==> config.mk <==
export PLATFORM = sky130hd
export DESIGN_NAME = instruction_fetch_unit
export DESIGN_NICKNAME = d
export VERILOG_FILES = /design/src/rtl/instruction_fetch_unit.sv
export SDC_FILE = /design/constraint.sdc
export NUM_CORES = 1
export LEC_CHECK = 0
export CORE_ASPECT_RATIO = 2
export CORE_MARGIN = 2
export CORE_UTILIZATION = 34
export CTS_BUF_LIST = sky130_fd_sc_hd__clkbuf_16
export DETAILED_ROUTE_END_ITERATION = 16
export GPL_ROUTABILITY_DRIVEN = 0
export PLACE_DENSITY = 0.7
export SLEW_MARGIN = 20
export SYNTH_ARGS = -nofsm -noshare
export SYNTH_HDL_FRONTEND = slang
export SYNTH_SLANG_ARGS = --single-unit
==> constraint.sdc <==
create_clock -name clock -period 6.4 [get_ports clock]
set_clock_uncertainty 0.1 [all_clocks]
set_input_delay 1.6 -clock clock [delete_from_list [all_inputs] [get_ports clock]]
set_output_delay 1.6 -clock clock [all_outputs]
set_load 0.005 [all_outputs]
==> src/rtl/instruction_fetch_unit.sv <==
// Program counter and instruction register stage for the multi-cycle LEGv8 datapath.
// Holds PC, the fetched instruction and its address, a sticky misaligned-jump flag and a fetch counter.
module instruction_fetch_unit #(
    parameter logic [63:0] RESET_PC = 64'h0,
    parameter int unsigned COUNT_W  = 32
) (
    input  logic               clock,
    input  logic               reset,
    input  logic [1:0]         PS,
    input  logic               PCsel,
    input  logic               IL,
    input  logic [63:0]        constant,
    input  logic [63:0]        A_bus,
    input  logic [31:0]        mem_data,
    output logic [63:0]        PC,
    output logic [31:0]        I,
    output logic [63:0]        IPC,
    output logic [63:0]        PC4,
    output logic               fault,
    output logic [COUNT_W-1:0] fetch_count
);

    localparam logic [1:0] PS_HOLD   = 2'b00;
    localparam logic [1:0] PS_INC    = 2'b01;
    localparam logic [1:0] PS_JUMP   = 2'b10;
    localparam logic [1:0] PS_BRANCH = 2'b11;

    logic [63:0] offset;
    logic [63:0] next_pc;
    logic        misaligned;

    // Branches are taken relative to the address of the executing instruction.
    always_comb begin
        offset     = PCsel ? constant : A_bus;
        misaligned = (PS == PS_JUMP) && (A_bus[1:0] != 2'b00);
        next_pc    = PC;
        case (PS)
            PS_HOLD:   next_pc = PC;
            PS_INC:    next_pc = PC + 64'd4;
            PS_JUMP:   next_pc = {A_bus[63:2], 2'b00};
            PS_BRANCH: next_pc = IPC + {offset[61:0], 2'b00};
            default:   next_pc = PC;
        endcase
    end

    assign PC4 = IPC + 64'd4;

    always_ff @(posedge clock) begin
        if (reset) begin
            PC          <= RESET_PC;
            I           <= 32'h0;
            IPC         <= RESET_PC;
            fault       <= 1'b0;
            fetch_count <= '0;
        end else begin
            PC <= next_pc;
            if (misaligned) begin
                fault <= 1'b1;
            end
            if (IL) begin
                I   <= mem_data;
                IPC <= PC;
                if (fetch_count != {COUNT_W{1'b1}}) begin
                    fetch_count <= fetch_count + COUNT_W'(1);
                end
            end
        end
    end

endmodule

==> impl_metrics.tcl, run 1 <==
set metrics [dict create \
    drt-wirelength-per-cell_um 21.1 \
    worstHoldPathCells 2 \
    worst_slack_ns 0.352 \
    cp_top_family "simple AND/OR/NAND/NOR gates" \
    hold_class "register to register" \
    powerDensity_nw_per_um2 183 \
    htree_levels 4 \
    std_cell_rows 105 \
    period_minus_slack_ns 6.05 \
    avgViaCountPerCell 5.57 \
    synthCells 1739 \
    hold_viol_final 0 \
    crit_buf_inv 3 \
    final_cell_area_um2 19300 \
    worstPathRequired_ns 4.70 \
    ys.flop_type "dfxtp_1" \
    placed_area_um2 18700 \
    whs_endpoint "PC[1]" \
    path_clk_slew_ns 0.09 \
    ant_nets 0 \
    synth_nets 1970 \
    p_int_mw 2.32 \
    ys_ff_latch 193 \
    clockBufferDepth 2 \
    reg2reg_from "IPC[2]" \
    cp_slowest_stage_delay_ns 0.52 \
    area_delta_synth_final_pct 37.8 \
    r2r_cells 16 \
    async_reset_ff_share_pct 0 \
    seq_power_share_pct 38.8 \
    numPortBuffers 420 \
    clockPowerShare_pct 34.1 \
    cts_buffers 17 \
    dieHeight_um 291 \
    endpoint_kind "output port" \
    power_switching_mw 1.22 \
    post_cts_buffers 0 \
    cp_max_fo 7 \
    worst_slew_pin_slew_ns 1.05 \
    cts_sinks 193 \
    grt_overflow 0 \
    ys_warn_count 0 \
    yosysUniqueCellTypes 77 \
    dieWidth_um 148 \
    utilization_pct 47.3 \
    cts_root_buffer "clkbuf_16" \
    r2r_end "PC[62]" \
    clk_latency_ns 0.48 \
    fin_crit_sh_pct 94.5 \
    final-max-slew-violation-count 0 \
    grtUsageTotal_pct 25.2 \
    outcome "completed" \
    drtIter0Drc 861 \
    relSlewSlack_pct 30.2 \
    slowest_stage "clkdlybuf4s50_1" \
    first_pass_iters 5 \
    power.share.combinational_pct 27.0 \
    crit_top_cell "nand4_1" \
    layout.nets 2334 \
    fmax_ghz 0.165 \
    diodes 0 \
    setup_tns_ns 0 \
    r2r_setup_slack_ns 2.26 \
    fillers 3894 \
    cap_violations 0 \
    ys_seq_area_share_pct 27.5 \
    dp_hpwl_um 43300 \
    grt_pass1_vias 14600 \
    drcViolationCount 0 \
    drive_above_1_share_pct 6.95 \
    routed_wirelength_um 55900 \
    path_class "register to output port" \
    tritoncts "yes" \
    ir_drop_mv 0.175 \
    rsz0062_at_grt "false" \
    syn_area_um2 14000 \
    finalSetupViolCount 0 \
    vias 14800 \
    synth_edf_count 0 \
    avgSynthCellArea_um2 8.07 \
    grt_pass1_wl_um 84300 \
    start_util_pct 34.3 \
    holdWs_ns 0.392 \
    coreArea_um2 40900 \
    pre_cts_ws_ns 0.488 \
    die_area_um2 43000 \
    hp-start "PC[1]" \
    crit_chain "nand2_1 > nor2_1 > nand4_1 > nor4_2 > nand2_1 > nor2_1 > buf_4 > and4_1 > nand4_1 > inv_1 > nand4_1 > xnor2_1 > clkdlybuf4s50_1" \
    antenna_found_initial 3 \
    cts.repair.resized 0 \
    start_kind "register" \
    num_io_pins 423 \
    p_sw_share_pct 34.4 \
    crit_arrival_ns 4.35 \
    cts-hold-fix-buffers 0 \
    leakagePower_nw 7.68 \
    grt_max_degree 109 \
]
==> synthesized netlist by cell type (5+ instances only) <==
master    number  area (um2)
and3_1        38         238
and4_1         9        78.8
mux2i_1      122        1220
o21a_1         6        45.0
nor3_1        25         125
buf_2         10        50.1
xor2_1        57         499
buf_1         19        71.3
nand2b_1      11        68.8
and2_1        12        75.1
o21bai_1      11        82.6
a21o_1        37         278
a22oi_1       12        90.1
a21oi_1       99         495
clkbuf_1      64         240
ha_1          64         801
xnor2_1      131        1150
a21boi_0       5        37.5
nand4_1       52         325
nand2_1      130         488
dfxtp_1      193        3860
o21ai_1       10        50.1
o22ai_1        6        37.5
or3_1         12        75.1
a211oi_1      41         308
o21ai_0       68         340
inv_1         30         113
nor2b_1        5        31.3
mux2_2        59         664
nand3_1       73         365
nor2_1       246         923
==> registers in the layout (all words and copies together) (netlist names) <==
name         flops
IPC             64
PC              64
I               32
fetch_count     32
fault            1
==> area by class of cell <==
cell class	instances	area [um2]	share of cell area [%]
multi-input cells	1420	9680	50.0
flip-flops and latches	193	3860	20.0
inverters	30	113	0.582
well taps	535	669	3.46
repair buffers	441	4360	22.6
clock buffers	17	425	2.20
clock inverters	15	226	1.17
==> worst max path at each step <==
stage               endpoint  startpoint  slack [ns]  cells after the start
floorplan             PC[63]       PCsel        0.93                     16
global placement      PC[63]    A_bus[1]        0.50                     15
detailed placement    PC[63]    A_bus[1]        0.49                     15
CTS                  PC4[56]     IPC[22]        0.21                     12
global route         PC4[63]     IPC[22]        0.12                     13
finish               PC4[63]     IPC[22]        0.35                     13
==> per-stage QoR <==
| step | std cells | power, mW |
|---|---|---|
| after floorplan | 1739 | 1.89 |
| after global placement | 2619 | 2.33 |
| after detailed placement | 2619 | 2.35 |
| after CTS | 2651 | 3.56 |
| after global routing | 2651 | 3.69 |
| final | 2651 | 3.54 |
==> power by group through the flow <==
stage / registers [mW] / clock network, mW / logic, mW
4_1_cts: 1.37 / 1.23 / 0.954
3_5_place_dp: 1.40 / 0 / 0.947
3_3_place_gp: 1.40 / 0 / 0.935
6_report: 1.38 / 1.21 / 0.958
2_1_floorplan: 1.38 / 0 / 0.517
5_1_grt: 1.39 / 1.27 / 1.03
==> cell usage in the layout, fill, tap and decap left out, types with 17 or more instances in the layout <==
cell and instances:
mux2_2 59, and3_1 38, dfxtp_1 193, a211oi_1 41, ha_1 64, a21o_1 37
a21oi_1 99, xnor2_1 131, inv_1 30, nand3_1 72, o21ai_0 68, clkdlybuf4s50_1 415
nor3_1 25, buf_4 21, nor2_1 245, mux2i_1 122, nand2_1 130, xor2_1 57
nand4_1 52, clkbuf_16 17
==> cell families (layout without fill, tap and decap cells) <==
family / Yosys count / count (layout) / synth area share [%]
AO/OA/AOI/OAI: 350 / 350 / 16.5
XOR/XNOR: 188 / 188 / 11.7
adder cells (fa/ha/maj): 65 / 65 / 5.85
buffers and inverters: 126 / 503 / 3.57
flip-flops: 193 / 193 / 27.5
multiplexers: 182 / 182 / 13.6
AND/OR/NAND/NOR: 635 / 635 / 21.2
==> worst min-delay path: stages (launching register included) <==
cell and delay [ns]:
dfxtp_1 0.33, nand2b_1 0.07, a21oi_1 0.05
==> layer usage <==
metal | share of wire, % | wire [um] | up-vias | track usage [%]
li1 | - | - | 6949 | -
met1 | 35 | 19700 | 6968 | 25.5
met2 | 53 | 29900 | 652 | 47.5
met3 | 5.2 | 2930 | 184 | 4.20
met4 | 6.1 | 3400 | 4 | 15.0
met5 | 0.036 | 20 | - | 0
(Power assumes the default switching activity.)
==> run 2: changes to the inputs <==
- CELL_PAD_IN_SITES_DETAIL_PLACEMENT: not set -> 2
- CELL_PAD_IN_SITES_GLOBAL_PLACEMENT: not set -> 2
- CORE_ASPECT_RATIO: 2 -> 1.5
- CORE_UTILIZATION: 34 -> 27
- PLACE_DENSITY: 0.7 -> 0.9
==> impl_metrics.tcl, run 2 (synthesis gave the netlist of run 1 again) <==
set metrics [dict create \
    outcome "completed" \
    grt_pass1_wl_um 108000 \
    grt_pass1_vias 17400 \
    num_io_pins 423 \
    clockBufferDepth 2 \
    dp_hpwl_um 55700 \
    vias 15300 \
    clk_latency_ns 0.50 \
    hold_class "register to register" \
    cts.repair.resized 0 \
    start_kind "register" \
    powerDensity_nw_per_um2 184 \
    cp_max_fo 7 \
    avgViaCountPerCell 5.47 \
    hold_viol_final 0 \
    layout.nets 2340 \
    crit_arrival_ns 4.34 \
    cts_sinks 193 \
    setup_tns_ns 0 \
    ir_drop_mv 0.211 \
    placed_area_um2 18900 \
    holdWs_ns 0.401 \
    regArea_um2 3860 \
    worst_slew_pin_slew_ns 0.992 \
    post_cts_buffers 0 \
    ant_nets 0 \
    r2r_setup_slack_ns 1.84 \
    reg2reg_from "IPC[2]" \
    drtIter0Drc 740 \
    startpoint "IPC[22]" \
    numPortBuffers 420 \
    endpoint_kind "output port" \
    tritoncts "yes" \
    fin_crit_sh_pct 94.3 \
    cts_buffers 17 \
    final-max-slew-violation-count 0 \
    path_clk_slew_ns 0.09 \
    coreArea_um2 51600 \
    final_cell_mix "clkdlybuf4s50_1 (415), nor2_1 (246), dfxtp_1 (193)" \
    routed_wirelength_um 72900 \
    grt_max_degree 109 \
    drive_above_1_share_pct 7.12 \
    dieHeight_um 283 \
    first_pass_iters 5 \
    antenna_found_initial 6 \
    path_class "register to output port" \
    die_area_um2 53800 \
    final_cell_area_um2 19500 \
    area_delta_synth_final_pct 39.2 \
    reg_top3 "IPC x64, PC x64" \
    start_util_pct 27.2 \
    multiInputGateArea_um2 9670 \
    htree_levels 4 \
    fmax_ghz 0.166 \
    relSlewSlack_pct 33.9 \
    fillers 5745 \
    dieWidth_um 190 \
    final_common_cell "clkdlybuf4s50_1" \
    grt_overflow 0 \
    cts_root_buffer "clkbuf_16" \
    leakagePower_nw 7.69 \
    rsz0062_at_grt "false" \
    grtUsageTotal_pct 26.4 \
    cts-hold-fix-buffers 0 \
    hp-start "fault" \
    drt-wirelength-per-cell_um 26.0 \
    drcViolationCount 0 \
    period_minus_slack_ns 6.04 \
    finalSetupViolCount 0 \
    worstPathRequired_ns 4.70 \
    cap_violations 0 \
    std_cell_rows 102 \
]
[run 2: power breakdown]
part,internal (mW),switching (mW),leakage (nW)
Combinational,0.498,0.522,5.80
Clock,0.541,0.645,0.303
Sequential,1.27,0.121,1.58
[run 2: critical path, cell delays in order, from the launching register on]
cell             delay (ns)
dfxtp_1                0.51
nand2_1                0.18
nor2_1                 0.22
nand4_1                0.24
nor4_2                 0.27
buf_4                  0.18
nand2_1                0.11
nor2_1                 0.35
and4_1                 0.35
nand4_1                0.24
inv_1                  0.27
nand4_1                0.18
xnor2_1                0.21
clkdlybuf4s50_1        0.53
[run 2: layout make-up]
class	instances	area share (%)
inverters	30	0.576
repair buffers	447	22.5
flip-flops and latches	193	19.8
clock inverters	15	1.04
clock buffers	17	2.18
multi-input cells	1420	49.5
diodes	8	0.102
well taps	676	4.33
[run 2: worst paths after layout]
check / end / cells past startpoint
worst max register to register: PC[62] / 14
worst min-delay path: fault / 2
worst max-delay path: PC4[63] / 13
worst min register to register: fault / 2
[run 2: stage by stage]
stage | instances | setup WS [ns] | util, % | total power, mW
3_5_place_dp | 2766 | 0.247 | 36.6 | 2.41
5_1_grt | 2805 | 0.153 | 37.9 | 3.74
2_1_floorplan | 1739 | 0.925 | - | 1.89
6_report | 2806 | 0.363 | 37.9 | 3.60
4_1_cts | 2798 | 0.256 | 37.8 | 3.61
3_3_place_gp | 2766 | 0.334 | 36.6 | 2.35
[run 2: metal layers]
metal	part of all wire (%)	track usage [%]	wire [um]	vias up
met4	6.7	16.9	4850	0
met3	3.9	4.38	2810	228
li1	-	-	-	6952
met5	0	0	0	-
met1	37	26.4	26700	7621
met2	53	49.6	38500	536
==> run 3: changes to the inputs <==
- CORE_MARGIN: 2 -> 1.5
==> impl_metrics.tcl, run 3 (synthesis gave the netlist of run 1 again) <==
set metrics [dict create \
    relSlewSlack_pct 40.4 \
    clk_latency_ns 0.49 \
    cp_top_family "simple AND/OR/NAND/NOR gates" \
    first_pass_iters 5 \
    clockBufferDepth 2 \
    cts-hold-fix-buffers 0 \
    drcViolationCount 0 \
    total_power_mw 3.61 \
    grt_pass1_vias 17400 \
    path_clk_slew_ns 0.09 \
    crit_buf_inv 2 \
    cp_max_fo 7 \
    holdWs_ns 0.409 \
    ant_nets 0 \
    htree_levels 4 \
    die_area_um2 53400 \
    grt_max_degree 134 \
    p_sw_share_pct 35.1 \
    r2r_end "PC[62]" \
    r2r_cells 14 \
    tritoncts "yes" \
    worst_slack_ns 0.323 \
    layout.nets 2339 \
    p_int_mw 2.34 \
    dieWidth_um 189 \
    rsz0062_at_grt "false" \
    finalSetupViolCount 0 \
    slowest_stage "clkdlybuf4s50_1" \
    power.share.combinational_pct 28.3 \
    worstHoldPathCells 2 \
    antenna_found_initial 3 \
    fin_crit_sh_pct 94.9 \
    cts_root_buffer "clkbuf_16" \
    worstPathRequired_ns 4.70 \
    std_cell_rows 102 \
    power_switching_mw 1.27 \
    ir_drop_mv 0.206 \
    final-max-slew-violation-count 0 \
    worst_slew_pin_slew_ns 0.894 \
    final_common_cell "clkdlybuf4s50_1" \
    clockPowerShare_pct 33.3 \
    drive_above_1_share_pct 7.12 \
    fillers 5714 \
    crit_arrival_ns 4.38 \
    crit_top_cell "nand4_1" \
    cap_violations 0 \
    reg_top3 "IPC x64, PC x64" \
    start_util_pct 27.3 \
    setup_tns_ns 0 \
    num_io_pins 423 \
    hold_class "register to register" \
    cp_slowest_stage_delay_ns 0.52 \
    grt_pass1_wl_um 107000 \
    reg2reg_from "IPC[2]" \
    area_delta_synth_final_pct 39.3 \
    r2r_setup_slack_ns 1.93 \
    drt-wirelength-per-cell_um 25.6 \
    grtUsageTotal_pct 26.3 \
    path_class "register to output port" \
    period_minus_slack_ns 6.08 \
    leakagePower_nw 7.72 \
    hp-start "I[12]" \
    crit_chain "nand2_1 > nor2_1 > nand4_1 > nor4_4 > nand2_1 > nor2_2 > and4_1 > nand4_1 > inv_1 > nand4_1 > xnor2_1 > clkdlybuf4s50_1" \
    start_kind "register" \
    whs_endpoint "I[12]" \
    grt_overflow 0 \
    coreArea_um2 51400 \
    avgViaCountPerCell 5.46 \
    drtIter0Drc 732 \
    hold_viol_final 0 \
    cts_sinks 193 \
    final_cell_mix "clkdlybuf4s50_1 (415), nor2_1 (245), dfxtp_1 (193)" \
    outcome "completed" \
    seq_power_share_pct 38.4 \
    numPortBuffers 420 \
    fmax_ghz 0.165 \
    vias 15300 \
    dieHeight_um 282 \
    cts_buffers 17 \
    pre_cts_ws_ns 0.276 \
    dp_hpwl_um 55500 \
    powerDensity_nw_per_um2 185 \
    routed_wirelength_um 71700 \
    endpoint_kind "output port" \
]
==> run 3: changes by cell type in the layout (fill, tap and decap cells not counted), sizes merged <==
cell and delta:
inv +1, diode -5, clkinv -2, bufinv +1, buf -1
==> run 3: worst max path at each step <==
stage / startpoint / to / depth (start not counted)
floorplan: PCsel / PC[63] / 16
global placement: A_bus[0] / PC[62] / 16
detailed placement: A_bus[0] / PC[62] / 16
CTS: IPC[22] / PC4[63] / 12
global route: IPC[22] / PC4[63] / 12
finish: IPC[22] / PC4[63] / 12
==> run 3: through the flow <==
stage / instance area (um2) / util, % / instances
floorplan: 14000 / - / 1739
global placement: 18900 / 36.7 / 2764
detailed placement: 18900 / 36.7 / 2764
CTS: 19500 / 37.9 / 2796
global route: 19600 / 38.0 / 2799
finish: 19600 / 38.0 / 2800
==> run 3: worst reg2reg max path, stage by stage (launching register included) <==
cell,delay (ns)
dfxtp_1,0.59
ha_1,0.28
inv_1,0.07
fa_1,0.38
nand2b_1,0.20
a21oi_1,0.33
o21ai_0,0.21
a211o_1,0.33
a21oi_1,0.36
a31o_2,0.32
a21oi_1,0.16
o21ai_2,0.28
a21oi_1,0.19
or4_1,0.50
nand3_1,0.11
==> run 3: power by group through the flow <==
stage               combinational [mW]  clock, mW  sequential, mW
floorplan                        0.517          0            1.38
global placement                 0.950          0            1.40
detailed placement               0.999          0            1.41
CTS                               1.02       1.22            1.38
global route                      1.09       1.27            1.40
finish                            1.02       1.20            1.39
==> run 3: routing by layer <==
layer  vias up  wire [um]  GRT usage [%]
met5         -          0              0
met4         0       3790           15.1
met3       179       2530           3.73
met2       488      39100           50.9
met1      7674      26300           26.7
li1       6949          -              -
==> run 3: what timing repair did <==
action	CTS	global route
endpoints found under the setup margin	0	4
gates resized for setup	0	3
setup buffers	0	0
==> run 3: final cells by class <==
class / instances / area (um2) / area share (%)
clock inverters: 15 / 205 / 1.05
repair buffers: 446 / 4410 / 22.5
diodes: 3 / 7.51 / 0.0384
clock buffers: 17 / 425 / 2.18
multi-input cells: 1420 / 9680 / 49.5
well taps: 676 / 846 / 4.33
flip-flops and latches: 193 / 3860 / 19.8
inverters: 30 / 113 / 0.576
